[src/rtl/sn74163.sv]
// Pin-level SN74163 synchronous 4-bit binary counter: sync clear, sync load, count, ripple carry.
// Latency: Q updates one P2 rising edge after inputs; RCO is combinational from ENT and Q.
// Backpressure: none; ENP/ENT gate counting and all edges are ignored without valid power.
module sn74163 (
    input  logic P1,   // CLR_n
    input  logic P2,   // CLK
    input  logic P3,   // A (LSB)
    input  logic P4,   // B
    input  logic P5,   // C
    input  logic P6,   // D (MSB)
    input  logic P7,   // ENP
    input  logic P8,   // GND
    input  logic P9,   // LOAD_n
    input  logic P10,  // ENT
    output logic P11,  // QD
    output logic P12,  // QC
    output logic P13,  // QB
    output logic P14,  // QA
    output logic P15,  // RCO
    input  logic P16   // VCC
);

    logic [3:0] q_q;
    logic [3:0] q_d;
    logic [3:0] load_dat;
    logic       power_ok;
    logic       count_en;

    assign power_ok = P16 & ~P8;
    assign load_dat = {P6, P5, P4, P3};
    assign count_en = P7 & P10;

    // Load and count only; clear is applied in the register so it wins over both.
    always_comb begin
        q_d = q_q;
        if (power_ok) begin
            if (!P9) begin
                q_d = load_dat;
            end else if (count_en) begin
                q_d = q_q + 4'd1;
            end
        end
    end

    // No power-on value: the count is undefined until the first clearing edge.
    always_ff @(posedge P2) begin
        if (!P1 && power_ok) begin
            q_q <= 4'd0;
        end else begin
            q_q <= q_d;
        end
    end

    assign {P11, P12, P13, P14} = q_q;
    assign P15 = P10 & (q_q == 4'hF);

endmodule

[config.mk]
export PLATFORM = sky130hd
export DESIGN_NAME = sn74163
export DESIGN_NICKNAME = d
export VERILOG_FILES = /design/src/rtl/sn74163.sv
export SDC_FILE = /design/constraint.sdc
export NUM_CORES = 1
export LEC_CHECK = 0
export ABC_AREA = 1
export CAP_MARGIN = 20
export CORE_AREA = 4 4 41 43
export CTS_CLUSTER_SIZE = 16
export DETAILED_ROUTE_END_ITERATION = 16
export DIE_AREA = 0 0 45 47
export DONT_BUFFER_PORTS = 1
export SLEW_MARGIN = 5
export SYNTH_ARGS = -nofsm -noshare
export SYNTH_HDL_FRONTEND = slang
export SYNTH_SLANG_ARGS = --single-unit
[constraint.sdc]
create_clock -name P2 -period 1.55 [get_ports P2]
set_clock_uncertainty 0.2 [all_clocks]
set_input_delay 0.2325 -clock P2 [delete_from_list [all_inputs] [get_ports P2]]
set_output_delay 0.2325 -clock P2 [all_outputs]
set_load 0.03 [all_outputs]
# After elaboration in Yosys (flattened, before gate mapping)
# Index checks and enable logic that the tools add are counted.
[word_totals]
register_bits = 4
word_cells = 13
[classes]
eq_ne = 2
n_addsub = 1
reduce_logical = 3
muxes = 2
n_bitwise = 4
[ops]
columns = ["op", "count"]
rows = [
  ["$mux 4", 2],
  ["$add 4x1->4 const B", 1],
  ["$eq 4x4->1 const B", 1],
  ["$and 1x1->1", 3],
  ["$ne 2x1->1 const B", 1],
  ["$reduce_and 2->1", 1],
  ["$logic_and 1x1->1", 1],
  ["$logic_not 1->1", 1],
  ["$not 1->1", 1],
]

# Longest topological paths before layout
[logic_depth]
ltp_word = 3
ltp_mapped = 6
ltp_nobuf = 6

# Worst setup path before layout
# OpenSTA, ideal clock, no wires.
[synth_timing]
path_kind = "register -> output"
startpoint = "register q_q[0]"
endpoint = "output port P15"
required_time_ns = 1.117
path_buffers = 0
stages_incl_launch_ff = 4
setup_slack_ns = -0.177
arrival_ns = 1.295
path_cell_list = "dfxtp_1 > ha_1 > nand2_1 > nor2_1"
[synth_via]
elab_chain_cells = 2
[synth_lines]
columns = ["item", "line", "source"]
rows = [
  ["start, declared", "23", "logic [3:0] q_q;"],
  ["start signal, assigned", "50", "q_q <= q_d;"],
  ["$eq 4x4->1", "55", "assign P15 = P10 & (q_q == 4'hF);"],
  ["$and 1x1->1", "55", ""],
  ["end, declared", "19", "output logic P15,"],
]
# Every way passes these cells.

# Final worst setup path
[layout_timing]
startpoint = "register q_q[1]"
endpoint = "output port P15"
# The elaborated chain is that of the path after synthesis.

==> summary by stage <==
Place
The half-perimeter wire length after placement is 571.8 microns. Input and output buffers added on the ports amount to 0. The congestion estimate from routability-driven global placement came to roughly 0.81. OpenSTA, run right after detailed placement, puts the worst setup slack at 296.4 ps.

Detailed routing
The count of TritonRoute iterations in the first routing pass is 4. For this run, design rule violations remaining after detail routing come to 0. The final routed wire length divided by cell count is ~10 microns.

The detail route stage leaves a number of antenna-violating nets equal to 0. The via count is 290. The number of design-rule violations left by the first detailed-router iteration is 2. After detailed routing, the number of vias per cell comes to between 4 and 5. Summed over all layers, the routed wires come to 700 microns.

Worst setup path
The capturing element type of the critical path is a primary output. The critical path class is reg -> out. The required time at the worst-slack endpoint is 1120 ps. The worst setup path is launched from a flop.

The arrival time at the worst endpoint is ~1100 ps. Along the worst path, the maximum fanout reaches 3.

STA
The worst hold slack is 13.44 ps. The setup slack after layout is 38.72 ps. Measured against its own limit, the worst slew margin works out to 86.06%.

Setup repair after global routing left no endpoint under its margin. The final critical delay including setup and external delays is 1511 ps. The fraction of the cycle the final worst path needs is 97.50%.

Derived from the worst setup path, the maximum achievable clock frequency is 661.7 MHz. The transition time at the pin with the least slew margin is 207.0 ps. The number of failing setup endpoints in the final timing report is 0.

The number of pins with negative max-slew slack in the final report is 0. For the final routed database, the setup TNS stands at 0 ps. The count of endpoints failing hold in the final timing report is 0.

Synthesis
Of all cell types, the one taking the most synthesized area is dfxtp_1. In the synthesized netlist the async set-or-reset flop fraction comes to 0%. The flip-flop and latch count after synthesis is 4.

The commonest cells after synthesis are nand2_1, nor2_1, dfxtp_1. The sequential element share of the synthesized area is 29.36%. Counting flops with a built-in enable in the synthesized netlist gives 0. The most common flop cell mapped by yosys is dfxtp_1. Counting every net in the synthesized netlist gives 55. The average instance area after synthesis is 6.343 sq um. The Yosys warning count is 0.

In the post-synthesis netlist, the cell with the most instances is nand2_1. By area the synthesized netlist is led by dfxtp_1, nand2_1, nor2_1. The share of Yosys cell area claimed by the top area cell type is 29.36%. The count of distinct cell types in the synthesized netlist is 17. The number of standard cells after synthesis is 43.

The cell area that synthesis handed to floorplanning was 272.8 sq um.

GRT
Entering global routing, the biggest net connects 8 pins. The number of antenna violations at the first check in global routing was 0. The number of global-route vias before repair is ~280. The residual overflow from global routing is 0. Global routing consumed, over all layers together, under 10% of the routing resources. The first-pass GRT wire length is about 1.1 mm.

Run
Across the run, the number of max-cap violations was 0.

Clock tree
For this design, the CTS-stage hold fixing added 0 buffers. TritonCTS built the clock tree. Clock latency on the worst-skew pair, taken at its later pin, is between 200 and 250 ps. CTS built an H-tree with a depth of 1. CTS placed an instance of clkbuf_4 at the clock tree root. After clock tree synthesis, the setup repair step added 0 buffers. The maximum clock path buffer count is 2. In this run, CTS created clock tree buffers numbering 3. After clock tree synthesis, the clock-pin slew on the worst setup and hold paths is 40 ps. Gates resized during post-CTS repair numbered 0. Clock tree synthesis found a total of 4 sinks.

Cells and area
The area growth from synthesis to layout is 33.49%. The fraction of final layout cells sized beyond drive strength 1 is 30.77%. After filler insertion, the fill cell instance count of the layout stands at 149. The register with the most flip-flops in the layout has 4 of them. 0 antenna diodes ended up in the layout.

Measured on the finished design, the core utilization comes to 27.98%. The largest registers in the layout are q_q: 4 flops. The register bank with the most flops is q_q.

The final layout contains 66 nets. In the final layout, flip-flops and latches occupy between 80 and 90 sq um. The area taken by multi-input logic gates is 177.7 sq um.

Power and ir drop
Of the total power, the share spent switching nets is 34.42%. For this design the static power due to leakage is 0.0001702 uW. Cell internal power was estimated by the tool at 257.2 uW. Across the VDD grid, the largest voltage drop is 473.3 uV. The total power is 392.2 uW. Sequential cells account for a little over a third of the total power. The power density over cell area is roughly 1100 nW/um^2. The net load switching power is 135.0 uW. Combinational logic is responsible for between 30% and 40% of the overall power. In this run, the clock network consumes 33.0% of the power.

Floorplan
16 I/O pins were placed. The die outline width is roughly 45 microns. The die is 47 microns tall. The die area is 2115 sq um. For this configuration, the core starts out at a cell density of between 20% and 30%.

The row count is 13. In this run the standard cell core region covers 1301 sq um.

Run status
The flow ran to the end, and the final reports show no timing, DRC or antenna violations.

Worst hold path
In this run the worst hold path is classified as in -> reg.
## logic make-up (layout without fill, tap and decap cells)
group           after synthesis  after routing  share of synthesized area, %
flops                         4              4                         29.36
buf+inv                       4             13                         6.423
fa+ha+maj                     1              1                         4.586
compound gates                7              7                         15.13
simple gates                 27             27                         44.50
## critical path, cell delays in order (launching register included)
cell and delay, ps:
dfxtp_2 320, ha_1 180, nand2_1 80, nor2_2 100
buf_4 160
## final cells by class
type                            instances  share of cell area, %
Clock buffer                            3                  6.186
Inverter                                4                  4.811
Multi-Input combinational cell         35                  48.80
Sequential cell                         4                  22.68
Tap cell                               15                  5.155
Timing Repair Buffer                    6                  12.37
## power groups by stage
| stage | Combinational (uW) | Clock [uW] | Sequential, uW |
|---|---|---|---|
| after floorplan | 49.8 | 0 | 175 |
| after global placement | 126 | 0 | 137 |
| after detailed placement | 128 | 0 | 137 |
| after CTS | 128 | 136 | 136 |
| after global routing | 138 | 143 | 138 |
| final | 127 | 129 | 136 |
## metal layers
layer	GRT usage, %	routed length [microns]	up-vias	share of wire [%]
met1	8.844	295	117	42
met3	3.831	74	3	11
met2	10.73	304	13	43
li1	-	-	157	-
met4	8.772	25	0	3.6
met5	0	0	-	0
## final timing paths
kind	startpoint	endpoint	slack (ps)	cells past startpoint
setup / recovery	q_q[1]	P15	40	4
hold / removal	P9	q_q[3]	10	3
setup reg to reg	q_q[1]	q_q[2]	310	5
hold reg to reg	q_q[3]	q_q[3]	320	2
## layout by cell type, fill, tap and decap left out, drive strengths merged
cell type  count
dfxtp          4
and2           1
buf            6
inv            4
clkbuf         3
nand4          1
o21ai          2
a21oi          4
nand2         16
nand3          3
ha             1
o21bai         1
nor3           1
nor2           5
## through the flow
step	cells	cell area (sq um)
floorplan	43	277.8
global placement	64	341.6
detailed placement	64	341.6
CTS	67	364.1
global route	67	364.1
finish	67	364.1
Note: power is estimated with default switching activity, not from simulation.
